$ cat config.mk
export PLATFORM = sky130hd
export DESIGN_NAME = serial_max_search
export DESIGN_NICKNAME = d
export VERILOG_FILES = /design/src/rtl/serial_max_search.sv
export SDC_FILE = /design/constraint.sdc
export NUM_CORES = 1
export LEC_CHECK = 0
export CAP_MARGIN = 25
export CELL_PAD_IN_SITES_DETAIL_PLACEMENT = 1
export CELL_PAD_IN_SITES_GLOBAL_PLACEMENT = 2
export CORE_UTILIZATION = 28
export DETAILED_ROUTE_END_ITERATION = 8
export HOLD_SLACK_MARGIN = 0.03
export PLACE_DENSITY_LB_ADDON = 0.12
export SLEW_MARGIN = 20
export SYNTH_ARGS = -nofsm -noshare
export SYNTH_HDL_FRONTEND = slang
export SYNTH_SLANG_ARGS = --single-unit
$ cat constraint.sdc
create_clock -name clk -period 3.6 [get_ports clk]
set_clock_uncertainty 0.05 [all_clocks]
set_input_delay 0.54 -clock clk [delete_from_list [all_inputs] [get_ports clk]]
set_output_delay 0.54 -clock clk [all_outputs]
set_load 0.02 [all_outputs]
$ cat src/rtl/serial_max_search.sv
// Serial max search: consumes one operand per cycle and reports the group maximum and word count.
// Define SEARCH_INDEX_EN to also track and output the position of the maximum (out_idx).
module serial_max_search #(
  parameter int WIDTH = 8,
  parameter int DEPTH = 4,
  localparam int IW = $clog2(DEPTH)
) (
  input  logic             clk,
  input  logic             rst_n,
  input  logic             in_valid,
  output logic             in_ready,
  input  logic [WIDTH-1:0] in_data,
  input  logic             in_last,
  output logic             out_valid,
  input  logic             out_ready,
  output logic [WIDTH-1:0] out_max,
`ifdef SEARCH_INDEX_EN
  output logic [IW-1:0]    out_idx,
`endif
  output logic [IW:0]      out_cnt
);

  localparam int CW = IW + 1;

  typedef enum logic [1:0] {
    S_IDLE,
    S_ACC,
    S_HOLD
  } state_t;

  state_t           state_q, state_d;
  logic [WIDTH-1:0] max_q, max_d;
  logic [CW-1:0]    cnt_q, cnt_d;
  logic             accept;
`ifdef SEARCH_INDEX_EN
  logic [IW-1:0]    idx_q, idx_d;
`endif

  // in_ready depends only on registered state, so there is no in_valid -> in_ready path.
  assign in_ready  = (state_q != S_HOLD);
  assign out_valid = (state_q == S_HOLD);
  assign accept    = in_valid && in_ready;
  assign out_max   = max_q;
  assign out_cnt   = cnt_q;
`ifdef SEARCH_INDEX_EN
  assign out_idx   = idx_q;
`endif

  always_comb begin
    // NOTE: combinational blocks use blocking assignments, and every output gets a default
    // first so no path through the case statement leaves a signal unassigned (no latches).
    state_d = state_q;
    max_d   = max_q;
    cnt_d   = cnt_q;
`ifdef SEARCH_INDEX_EN
    idx_d   = idx_q;
`endif
    unique case (state_q)
      S_IDLE: begin
        if (accept) begin
          max_d   = in_data;
          cnt_d   = CW'(1);
`ifdef SEARCH_INDEX_EN
          idx_d   = '0;
`endif
          state_d = in_last ? S_HOLD : S_ACC;
        end
      end
      S_ACC: begin
        if (accept) begin
          // Strict compare keeps the earliest position on ties.
          if (in_data > max_q) begin
            max_d = in_data;
`ifdef SEARCH_INDEX_EN
            idx_d = cnt_q[IW-1:0];
`endif
          end
          cnt_d = cnt_q + CW'(1);
          if (in_last || (cnt_q == CW'(DEPTH - 1))) state_d = S_HOLD;
        end
      end
      S_HOLD: begin
        if (out_ready) state_d = S_IDLE;
      end
      default: state_d = S_IDLE;
    endcase
  end

  // NOTE: sequential state uses non-blocking assignments; reset is asynchronous on assert.
  always_ff @(posedge clk or negedge rst_n) begin
    if (!rst_n) begin
      state_q <= S_IDLE;
      max_q   <= '0;
      cnt_q   <= '0;
`ifdef SEARCH_INDEX_EN
      idx_q   <= '0;
`endif
    end else begin
      state_q <= state_d;
      max_q   <= max_d;
      cnt_q   <= cnt_d;
`ifdef SEARCH_INDEX_EN
      idx_q   <= idx_d;
`endif
    end
  end

endmodule

==> metrics.txt <==
Pre-antenna DRT Iters=2; clock latency on the worst-skew pair=0.27 ns; Fillers=302; Psw=328 uW; vias after detailed routing=619; Rows=18; Bufs on Longest Clock Path=2; WS Path Type=in -> reg; Total Routing Usage GR=13.7%; HP Class=reg -> reg; CP startpoint kind=input port; n_diodes=0; Clk pwr share=11.2%; Post-Syn Instances=70; pin count of the biggest net entering global routing=14; Fin. Hold Viols=0; Slew Viols, Final=0; vias in the first global route=599; H-tree depth=1; Seq/Total Area, Yosys=43.1%; hpwl dp=1.29 mm; P_int=495 uW; Final Cycle Share=62.7%; pre-CTS setup slack=1.04 ns; Worst Path Required=3.71 ns; fin crit period=2.26 ns; clock tree from TritonCTS=done; data arrival time of the worst path=2.37 ns; cts hold-fix bufs=0; Worst slew margin=58.8%; synth warn=0; layout cells sized above 1=13.1%; # DRC=0; library cells used by synthesis=20; post-route antenna net violation count=0; Peak VDD IR=341 uV; first-pass GRT wire length=2.72 mm; Max-Cap Viols=0; initial antenna violation count=0; leakage power=0.000487 uW; clock-pin slew on the worst setup and hold paths=0.08 ns; Final Wtd Congestion=0.730; Die Wd=53.9 um; sequential share of power=32.6%; Avg WL per Cell=12.8 um; Max FO, Critical Path=8; nature of the critical path endpoint=flip-flop; final setup margin=1.34 ns; TritonCTS buffer count=3; share of the synthesized area in the top cell type=43.1%; starting density of the core=29.9%; Post-Syn Area=754 sq um; register bit total from synthesis=13; Cell Pwr Density=770 mW/mm^2; port bufs=25; Routed WL=1.65 mm; gr ovfl total=0; Synth Flop Type=dfrtp_1; Post-synth ARST share=100%; Initial DRC Count=1; P&R area growth vs syn=41.6%; Core Box Area=0.00252 sq mm; unrepaired setup endpoints after global routing=false; dominant cells by area after synthesis=dfrtp_1 (43%), ha_1 (17%), mux2_2 (13%), inv_1 (5.5%), a21oi_1 (2.7%); Post-CTS Setup Inserts=0; clock sink total=13; I/O pin cnt=26; Synthesized Nets=93; commonest non-fill, non-tap cell in the layout=clkdlybuf4s50_1; most frequent cells in the layout=clkdlybuf4s50_1 (25), dfrtp_1 (13), inv_1 (11); Sw Share=39.9%; die area=0.00291 sq mm; Vias/cell=4.80; Comb power frac=56.2%; Nets=123; setup TNS=0 ns; worst-margin pin slew=0.616 ns; Synth area leader=dfrtp_1; achievable frequency=443 MHz; CTS resizes=0; DIE HEIGHT=53.9 um; status=finished clean; Final setup viols=0; syn_area_per_cell=10.8 sq um; Root Buffer=clkbuf_4; number of synthesized flops with an enable pin=0
[layer usage]
layer  track usage, %  wire length [um]  vias to the layer above
li1                 -                 -                      304
met1             18.2               795                      298
met2             20.4               768                       15
met3             2.54                68                        2
met4             7.89                13                        0
met5                0                 0                        -
[cells by family after synthesis]
kind of cell,share of synthesized area [%]
AND/OR/NAND/NOR,8.62
AO/OA/AOI/OAI,12.8
buffers and inverters,5.47
flip-flops,43.1
multiplexers,13.4
adder cells (fa/ha/maj),16.6
[area by class of cell]
type                    count  area, sq um  area share, %
multi-input cells          46          388           36.3
flip-flops and latches     13          325           30.4
repair buffers             25          250           23.4
inverters                  11         41.3           3.86
well taps                  30         37.5           3.51
clock buffers               4         26.3           2.46
[critical path, cell delays in order]
cell	delay [ns]
clkdlybuf4s50_1	0.43
ha_1	0.31
nor2b_1	0.13
o211ai_1	0.15
a21oi_1	0.12
o21ai_4	0.30
mux2_2	0.38
[registers in the layout, summed over array words and instances (netlist names)]
| name | count |
|---|---|
| out_cnt | 3 |
| state_q | 2 |
| out_max | 8 |
[power groups by stage]
stage / Combinational, uW / Sequential [uW] / Clock [uW]
finish: 463 / 268 / 91.9
global route: 518 / 280 / 108
CTS: 472 / 270 / 97.9
detailed placement: 470 / 273 / 0
global placement: 463 / 267 / 0
floorplan: 199 / 337 / 0
[synth_stat cells (2+ instances only)]
| cell type | instances |
|---|---|
| nand2b_1 | 2 |
| o21ai_0 | 2 |
| a21oi_1 | 4 |
| dfrtp_1 | 13 |
| nand2_1 | 5 |
| inv_1 | 11 |
| ha_1 | 10 |
| nand4_1 | 2 |
| nor2_1 | 2 |
| mux2_2 | 9 |
[worst paths after layout]
check	startpoint	end	slack [ns]	cells past startpoint
worst max-delay path	in_data[1]	out_max[0]	1.34	7
worst min-delay path	state_q[1]	state_q[0]	0.47	1
max in group asynchronous	rst_n	out_max[5]	2.51	1
worst max register to register	out_max[7]	out_max[0]	1.65	6
worst min register to register	state_q[1]	state_q[0]	0.47	1
min in group asynchronous	rst_n	out_cnt[2]	0.59	1
[metrics by stage]
stage | area (sq um) | hold WS (ns) | util, % | total power, uW | cells
6_report | 1070 | 0.472 | 42.4 | 822 | 129
5_1_grt | 1070 | 0.513 | 42.4 | 906 | 129
4_1_cts | 1070 | 0.478 | 42.4 | 839 | 129
3_5_place_dp | 1040 | 0.460 | 41.3 | 743 | 125
3_3_place_gp | 1040 | 0.443 | 41.3 | 730 | 125
2_1_floorplan | 754 | 0.194 | - | 536 | 70
Note: power is estimated with default switching activity, not from simulation.
